## src/rtl/ps2_pkg.sv

```systemverilog
// Shared PS/2 definitions: frame geometry, receiver states and the scan codes
// the downstream scan-code processor also decodes.
package ps2_pkg;

    // Start + 8 data + parity + stop.
    localparam int PS2_FRAME_BITS = 11;
    // Bits captured after the start bit: 8 data, parity, stop.
    localparam int PS2_SHIFT_BITS = PS2_FRAME_BITS - 1;

    typedef enum logic [1:0] {
        IDLE  = 2'd0,
        SHIFT = 2'd1,
        CHECK = 2'd2
    } ps2_state_e;

    localparam logic [7:0] SC_BREAK  = 8'hF0;
    localparam logic [7:0] SC_EXT    = 8'hE0;
    localparam logic [7:0] SC_LSHIFT = 8'h12;
    localparam logic [7:0] SC_RSHIFT = 8'h59;

    // Captured bits are {stop, parity, data[7:0]}; valid needs stop=1 and odd parity.
    function automatic logic frame_ok(input logic [PS2_SHIFT_BITS-1:0] bits);
        return bits[PS2_SHIFT_BITS-1] & (^bits[PS2_SHIFT_BITS-2:0]);
    endfunction

endpackage

```

## src/rtl/ps2_fifo.sv

```systemverilog
// Small synchronous byte FIFO between the PS/2 receiver and its consumer.
// A push on a full FIFO is accepted when a pop happens in the same cycle.
import ps2_pkg::*;

module ps2_fifo #(
    parameter int AW = 3
) (
    input  logic        clk,
    input  logic        clrn,
    input  logic        push,
    input  logic [7:0]  push_data,
    input  logic        pop,
    output logic        full,
    output logic        empty,
    output logic [AW:0] count,
    output logic [7:0]  head
);

    localparam int DEPTH = 1 << AW;
    localparam logic [AW:0] DEPTH_C = (AW+1)'(DEPTH);

    logic [7:0]    mem [DEPTH];
    logic [AW-1:0] wptr;
    logic [AW-1:0] rptr;
    logic          do_push;
    logic          do_pop;

    assign empty   = (count == '0);
    assign full    = (count == DEPTH_C);
    assign do_pop  = pop & ~empty;
    assign do_push = push & (~full | do_pop);
    assign head    = mem[rptr];

    // Pointer and occupancy bookkeeping; pointers wrap naturally modulo DEPTH.
    always_ff @(posedge clk or negedge clrn) begin
        if (!clrn) begin
            wptr  <= '0;
            rptr  <= '0;
            count <= '0;
        end else begin
            if (do_push) wptr <= wptr + 1'b1;
            if (do_pop)  rptr <= rptr + 1'b1;
            case ({do_push, do_pop})
                2'b10:   count <= count + 1'b1;
                2'b01:   count <= count - 1'b1;
                default: count <= count;
            endcase
        end
    end

    // Storage array is not reset; an empty FIFO never exposes it.
    always_ff @(posedge clk) begin
        if (do_push) mem[wptr] <= push_data;
    end

endmodule

```

## src/rtl/ps2_keyboard_rx.sv

```systemverilog
// PS/2 device-to-host receiver: synchronises the raw bus, deserialises
// 11-bit frames, checks start/stop/parity with a mid-frame timeout, and
// queues good scan-code bytes for the consumer.
//
// Consumer handshake: ready=1 means data holds the oldest byte; that byte is
// consumed on a rising clk edge where nextdata_n=0 and ready=1. nextdata_n=0
// while ready=0 is ignored, so a consumer lagging ready by a cycle is safe.
import ps2_pkg::*;

module ps2_keyboard_rx #(
    parameter int FIFO_AW        = 3,
    parameter int TIMEOUT_CYCLES = 50000
) (
    input  logic             clk,
    input  logic             clrn,
    input  logic             ps2_clk,
    input  logic             ps2_data,
    input  logic             nextdata_n,
    output logic [7:0]       data,
    output logic             ready,
    output logic             overflow,
    output logic             frame_err,
    output ps2_state_e       state_dbg,
    output logic [FIFO_AW:0] fill_dbg
);

    localparam int TO_W = $clog2(TIMEOUT_CYCLES);
    localparam logic [TO_W-1:0] TO_LAST = TO_W'(TIMEOUT_CYCLES - 1);
    localparam logic [3:0] LAST_BIT = 4'(PS2_SHIFT_BITS - 1);

    ps2_state_e state;
    ps2_state_e state_next;

    logic [2:0]                clk_sync;
    logic [2:0]                dat_sync;
    logic                      fall_edge;
    logic                      rx_bit;
    logic [3:0]                bit_cnt;
    logic [PS2_SHIFT_BITS-1:0] shreg;
    logic [TO_W-1:0]           to_cnt;
    logic                      shift_en;
    logic                      frame_bad;
    logic                      push_req;
    logic                      pop_fire;
    logic                      fifo_full;
    logic                      fifo_empty;
    logic [7:0]                fifo_head;

    // Three-flop synchronisers; reset to the idle-high bus level.
    always_ff @(posedge clk or negedge clrn) begin
        if (!clrn) begin
            clk_sync <= 3'b111;
            dat_sync <= 3'b111;
        end else begin
            clk_sync <= {clk_sync[1:0], ps2_clk};
            dat_sync <= {dat_sync[1:0], ps2_data};
        end
    end

    // Falling edge between the two oldest clock samples; data taken from the
    // sample of the same age so both lines see identical latency.
    assign fall_edge = clk_sync[2] & ~clk_sync[1];
    assign rx_bit    = dat_sync[1];

    // Receiver state register.
    always_ff @(posedge clk or negedge clrn) begin
        if (!clrn) state <= IDLE;
        else       state <= state_next;
    end

    // Next-state and control decode.
    always_comb begin
        state_next = state;
        shift_en   = 1'b0;
        frame_bad  = 1'b0;
        push_req   = 1'b0;
        case (state)
            IDLE: begin
                if (fall_edge) begin
                    if (!rx_bit) state_next = SHIFT;
                    else         frame_bad  = 1'b1;
                end
            end
            SHIFT: begin
                if (fall_edge) begin
                    shift_en = 1'b1;
                    if (bit_cnt == LAST_BIT) state_next = CHECK;
                end else if (to_cnt == TO_LAST) begin
                    state_next = IDLE;
                    frame_bad  = 1'b1;
                end
            end
            CHECK: begin
                state_next = IDLE;
                if (frame_ok(shreg)) push_req  = 1'b1;
                else                 frame_bad = 1'b1;
            end
            default: state_next = IDLE;
        endcase
    end

    // Shift register and bit counter; LSB arrives first so bits enter at the top.
    always_ff @(posedge clk or negedge clrn) begin
        if (!clrn) begin
            bit_cnt <= '0;
            shreg   <= '0;
        end else if (state == IDLE) begin
            bit_cnt <= '0;
        end else if (shift_en) begin
            shreg   <= {rx_bit, shreg[PS2_SHIFT_BITS-1:1]};
            bit_cnt <= bit_cnt + 1'b1;
        end
    end

    // Mid-frame inactivity counter; only runs while shifting.
    always_ff @(posedge clk or negedge clrn) begin
        if (!clrn)                            to_cnt <= '0;
        else if (state != SHIFT || fall_edge) to_cnt <= '0;
        else                                  to_cnt <= to_cnt + 1'b1;
    end

    // Registered error pulse, one cycle per bad frame.
    always_ff @(posedge clk or negedge clrn) begin
        if (!clrn) frame_err <= 1'b0;
        else       frame_err <= frame_bad;
    end

    assign pop_fire = ~nextdata_n & ~fifo_empty;

    // Sticky drop flag: set when a good byte meets a full FIFO with no pop,
    // cleared by the next pop.
    always_ff @(posedge clk or negedge clrn) begin
        if (!clrn)                                     overflow <= 1'b0;
        else if (pop_fire)                             overflow <= 1'b0;
        else if (push_req && fifo_full)                overflow <= 1'b1;
    end

    ps2_fifo #(
        .AW (FIFO_AW)
    ) u_fifo (
        .clk       (clk),
        .clrn      (clrn),
        .push      (push_req),
        .push_data (shreg[7:0]),
        .pop       (~nextdata_n),
        .full      (fifo_full),
        .empty     (fifo_empty),
        .count     (fill_dbg),
        .head      (fifo_head)
    );

    assign ready     = ~fifo_empty;
    assign data      = fifo_empty ? 8'h00 : fifo_head;
    assign state_dbg = state;

endmodule
```

## config.mk

```make
export PLATFORM = sky130hd
export DESIGN_NAME = ps2_keyboard_rx
export DESIGN_NICKNAME = d
export VERILOG_FILES = /design/src/rtl/ps2_pkg.sv /design/src/rtl/ps2_fifo.sv /design/src/rtl/ps2_keyboard_rx.sv
export SDC_FILE = /design/constraint.sdc
export NUM_CORES = 1
export LEC_CHECK = 0
export CAP_MARGIN = 20
export CORE_MARGIN = 5
export CORE_UTILIZATION = 55
export CTS_CLUSTER_DIAMETER = 40
export CTS_CLUSTER_SIZE = 40
export DETAILED_ROUTE_END_ITERATION = 7
export HOLD_SLACK_MARGIN = 0.15
export PLACE_DENSITY = 0.79
export SETUP_SLACK_MARGIN = 0.4
export SYNTH_ARGS = -nofsm -noshare
export SYNTH_HDL_FRONTEND = slang
export SYNTH_SLANG_ARGS = --single-unit
```

## constraint.sdc

```tcl
create_clock -name clk -period 3.43 [get_ports clk]
set_input_delay 0.343 -clock clk [delete_from_list [all_inputs] [get_ports clk]]
set_output_delay 0.343 -clock clk [all_outputs]
set_load 0.01 [all_outputs]
```

==> results.md <==
- The run finished with clean final reports.
- The number of hold-slack violations in the final timing report is 0.
- For this design the top-level I/O count stands at 22.
- Once the floorplan was initialized, standard cells occupied 55.8% of the core.
- Across the run, the number of max-cap violations was 0.
- The pin count of the biggest net entering global routing is 46.
- Global routing used 21.9% of the available met1 tracks.
- For this run, the total global-route usage over all layers was measured as 18.5%.
- The number of buffers between clock root and the deepest sink is 2.
- The TritonCTS clock tree is yes.
- The total half-perimeter wirelength after legalization and detailed placement is 5420 µm.
- For this run, the number of standard cells in the final layout without fillers is 507.
- Setup violations remaining at the end of the flow were counted as 0.
- The final weighted congestion in routability-driven placement is 0.732.
- In this run the vertical extent of the chip is around 100 µm.
- Yosys mapped the design onto 37 distinct sky130hd cell types.
- The total die area is 10700 µm².
- The met2 demand-to-capacity share in global routing is 31.7%.
- The placed cell area is 5190 µm².
- The data arrival at the endpoint of the critical path is about 2.5 ns.
- The kind of end point of the critical path is an output port.
- Summed over all layers, the global routing overflow is 0.
- The initial antenna violation count is 0.
- Port buffering added 21 buffers.
- The maximum achievable frequency is between 0.3 and 0.4 GHz.
- Across the VDD grid, the largest voltage drop is 0.432 mV.
- In this design, the largest share of critical-path delay is due to flip-flops.
- Setup repair after global routing left no endpoint under its margin.
- Global routing consumed, on the met3 layer, ~5.2% of the routing resources.
- The synthesized design devotes to its leading area cell type 39.9% of total area.
- The Yosys step of the flow raised 0 warnings.
- The clock drives 113 sinks.
- The first-pass GRT wire length is 15200 µm.
- For this run, the slowest stage of the critical path takes 0.84 ns.
- The sequential cell area fraction in the yosys report is 65.5%.
- The filler cell count in the final layout is 588.
- After synthesis the cells add up to 4810 µm².
- Summing all multi-input logic gate instances after layout gives approximately 1600 µm².
- The worst register-to-register path begins at shreg[5].
- Subtracting the final worst setup slack from the clock period gives 2.88 ns.
- The power density of the placed cells is around 840 nW/µm².
- The post-route netlist has a little under a fifth of its cells at a drive strength greater than 1.
- The terminating pin of the worst hold path is clk_sync[0].
- The detailed-router iteration count before antenna repair is 5.
- At the pin with the least slew margin, the transition time is 0.947 ns.
- The post-synthesis instance total is 348.
- Registers take 3150 µm².
- Dividing the detail-routed via count by the number of cells gives 5.72.
- The number of global-route vias before repair came to approximately 2900.
- For this run, the share of the core covered by cells in the final layout is about two thirds.
- The number of H-tree branching levels is 4.
- The number of placed cells counting well taps is ~470.
- The number of antenna-violating nets in the routed design is 0.
- After detailed routing, the average wire length per cell comes to 18.1 µm.
- The initialized floorplan defines 34 standard-cell rows.
- The critical path launch point is u_fifo.rptr[1].
- The number of nets handed over by synthesis was 359.
- The count of flip-flops with a built-in enable after synthesis is 64.
- Measured against its own limit, the worst slew margin works out to 36.9%.
- After synthesis, the cell types taking the most area are sky130_fd_sc_hd__edfxtp_1, sky130_fd_sc_hd__dfrtp_1, sky130_fd_sc_hd__mux4_2.
- Dividing the final minimum period by the clock period gives 83.9%.
- After floorplanning, the core was sized to cover 8640 µm².
- The average instance area after synthesis is 13.8 µm².
- The share of flip-flops with an asynchronous set or reset is 43.4%.
- The worst register-to-register path has a setup slack of 0.60 ns.
- The total count of max-transition violations in the final report is 0.
- The x dimension of the die is 104 µm.
- The number of antenna diodes in the final layout is 0.
- The analysis attributes to cell leakage a power of 0.00227 µW.
- Among all stages on the critical path, the largest delay is contributed by sky130_fd_sc_hd__dfrtp_1.
- Wires add up to 9190 µm.
- The worst-skew pair later-pin latency is approximately 0.51 ns.
- For the final database, setup skew stands at 0.00704 ns.
- The root buffer cell chosen for the clock tree is sky130_fd_sc_hd__clkbuf_8.
- The total via count after detailed routing is 2901.
- The summed area of non-filler cells in the final layout is around 5800 µm².
- The maximum net fanout on the critical path is 18.
- The main flop type after synthesis is sky130_fd_sc_hd__edfxtp_1.
- For this run, design rule violations remaining after detail routing come to 0.
- Of all cell types, the one taking the most synthesized area is sky130_fd_sc_hd__edfxtp_1.
- Along the worst hold path, the cell count comes to 1.
- In this run the critical register-to-register path is captured at u_fifo.count[2].
- The global-route layer with the greatest usage is met2.
- The critical path buffer and inverter count is 1.
- The worst min-delay path class is in -> reg.
- The register bit total from synthesis is 113.
- The starting DRC count in detailed routing is 188.
- Clock-pin slew was measured on the worst setup and hold paths at ~0.060 ns.
- The layout overhead on the synthesized area is 20.8%.
- The number of cells on the worst reg-to-reg path is 8.
- The signal on the critical path passes through mux4_2 -> mux2i_1 -> nor2_1 -> clkdlybuf4s50_1.
- The class of the most critical setup path is reg -> out.
- The net count of the finished layout is between 300 and 400.
- Adding up every negative setup slack in the final design gives 0 ns.
- The hold path startpoint is ps2_clk.
- The sort of element at the start of the critical path is a register.
- The data required time of the worst path is 3.09 ns.
- The number of buffers added by the clock tree synthesis step is 17.
-- where the power goes --
part / switching, µW / total [µW] / internal, µW / leakage [µW]
clock: 606 / 1800 / 1200 / 0.000290
sequential: 274 / 1920 / 1650 / 0.00123
combinational: 479 / 1130 / 656 / 0.000750
total: 1360 / 4860 / 3500 / 0.00227
-- registers in the layout (all words and copies together), names as in the netlist --
register / count
dat_sync: 2
u_fifo.mem: 64
frame_err: 1
state_dbg: 2
to_cnt: 16
u_fifo.count: 4
shreg: 10
u_fifo.rptr: 3
u_fifo.wptr: 3
clk_sync: 3
overflow: 1
bit_cnt: 4
-- how the worst max path moves through the flow --
| stage | to | slack (ns) | depth (start not counted) |
|---|---|---|---|
| finish | data[5] | 0.55 | 4 |
| global route | data[5] | 0.42 | 4 |
| CTS | data[5] | 0.49 | 4 |
| detailed placement | u_fifo.count[2] | 0.64 | 8 |
| global placement | u_fifo.count[2] | 0.72 | 8 |
| floorplan | u_fifo.mem[2][0] | 0.58 | 5 |
-- cell usage in the layout (no fill, tap or decap), types with 4 or more instances in the layout --
master / Yosys / final
sky130_fd_sc_hd__dfstp_2: 5 / 5
sky130_fd_sc_hd__bufinv_16: 0 / 4
sky130_fd_sc_hd__or3_1: 5 / 5
sky130_fd_sc_hd__a21oi_1: 4 / 4
sky130_fd_sc_hd__nor2_1: 28 / 28
sky130_fd_sc_hd__nand2_1: 50 / 50
sky130_fd_sc_hd__nor4_1: 5 / 4
sky130_fd_sc_hd__edfxtp_1: 64 / 64
sky130_fd_sc_hd__and3_1: 4 / 4
sky130_fd_sc_hd__o21ai_0: 7 / 7
sky130_fd_sc_hd__xnor2_1: 13 / 13
sky130_fd_sc_hd__mux4_2: 16 / 16
sky130_fd_sc_hd__xor2_1: 9 / 9
sky130_fd_sc_hd__dfrtp_1: 44 / 44
sky130_fd_sc_hd__nor3_1: 9 / 9
sky130_fd_sc_hd__clkbuf_16: 0 / 16
sky130_fd_sc_hd__buf_4: 0 / 11
sky130_fd_sc_hd__clkdlybuf4s50_1: 0 / 20
sky130_fd_sc_hd__mux2i_1: 9 / 9
sky130_fd_sc_hd__ha_1: 6 / 6
sky130_fd_sc_hd__nand3_1: 17 / 17
sky130_fd_sc_hd__clkinvlp_4: 0 / 4
sky130_fd_sc_hd__nand4_1: 5 / 5
-- timing repair --
item	CTS	global route
hold endpoints to repair	39	0
buffers inserted	0	0
hold buffers	1	0
setup endpoints to repair	0	0
resized for setup	0	0
-- cell families after synthesis --
| kind of cell | after synthesis | share of synthesized area, % |
|---|---|---|
| XOR/XNOR | 24 | 4.96 |
| AND/OR/NAND/NOR | 144 | 14.4 |
| adder cells (fa/ha/maj) | 6 | 1.56 |
| flip-flops | 113 | 65.5 |
| multiplexers | 29 | 10.4 |
| buffers and inverters | 17 | 1.35 |
| AO/OA/AOI/OAI | 15 | 1.79 |
-- Yosys cell counts, types with 3 or more instances --
| cell type | n |
|---|---|
| sky130_fd_sc_hd__xnor2_1 | 13 |
| sky130_fd_sc_hd__nor4b_1 | 3 |
| sky130_fd_sc_hd__and2_1 | 3 |
| sky130_fd_sc_hd__nor2_1 | 28 |
| sky130_fd_sc_hd__mux4_2 | 16 |
| sky130_fd_sc_hd__nand3b_1 | 3 |
| sky130_fd_sc_hd__or3_1 | 5 |
| sky130_fd_sc_hd__buf_1 | 3 |
| sky130_fd_sc_hd__nand2_1 | 50 |
| sky130_fd_sc_hd__nand4_1 | 5 |
| sky130_fd_sc_hd__mux2i_1 | 9 |
| sky130_fd_sc_hd__nand3_1 | 17 |
| sky130_fd_sc_hd__a21oi_1 | 4 |
| sky130_fd_sc_hd__mux2_2 | 3 |
| sky130_fd_sc_hd__o21ai_0 | 7 |
| sky130_fd_sc_hd__nor4_1 | 5 |
| sky130_fd_sc_hd__nor3_1 | 9 |
| sky130_fd_sc_hd__dfrtp_1 | 44 |
| sky130_fd_sc_hd__and3_1 | 4 |
| sky130_fd_sc_hd__dfstp_2 | 5 |
| sky130_fd_sc_hd__ha_1 | 6 |
| sky130_fd_sc_hd__xor2_1 | 9 |
| sky130_fd_sc_hd__nor2b_1 | 3 |
| sky130_fd_sc_hd__inv_1 | 3 |
| sky130_fd_sc_hd__edfxtp_1 | 64 |
| sky130_fd_sc_hd__a31oi_1 | 3 |
| sky130_fd_sc_hd__clkbuf_1 | 10 |
| sky130_fd_sc_hd__nor3b_1 | 3 |
-- metrics by stage --
step	total power (µW)	hold WS [ns]	setup slack [ns]
3_3_place_gp	3030	0.346	0.721
2_1_floorplan	2660	0.0474	0.577
3_5_place_dp	3080	0.348	0.641
5_1_grt	5110	0.233	0.421
4_1_cts	4910	0.222	0.491
6_report	4860	0.242	0.551
-- cell type report --
class	instances	area share (%)
Tap cell	108	2.32
Multi-Input combinational cell	218	27.5
Clock buffer	19	7.42
Inverter	3	0.194
Sequential cell	113	54.2
Clock inverter	13	3.20
Timing Repair Buffer	33	5.12
-- layer usage --
layer / wire length, µm / up-vias
met5: 0 / -
met4: 106 / 0
met3: 502 / 9
met2: 4970 / 79
met1: 3610 / 1460
li1: - / 1353
-- worst register-to-register path, stage by stage (launching register included) --
cell and delay (ns):
sky130_fd_sc_hd__dfrtp_1 0.53, sky130_fd_sc_hd__xor2_1 0.18, sky130_fd_sc_hd__xnor3_1 0.47, sky130_fd_sc_hd__mux2_4 0.41, sky130_fd_sc_hd__nor2_1 0.15, sky130_fd_sc_hd__xor2_1 0.09
sky130_fd_sc_hd__ha_1 0.22, sky130_fd_sc_hd__or4_4 0.51, sky130_fd_sc_hd__a211oi_2 0.18
Power figures use the tool's default switching activity.
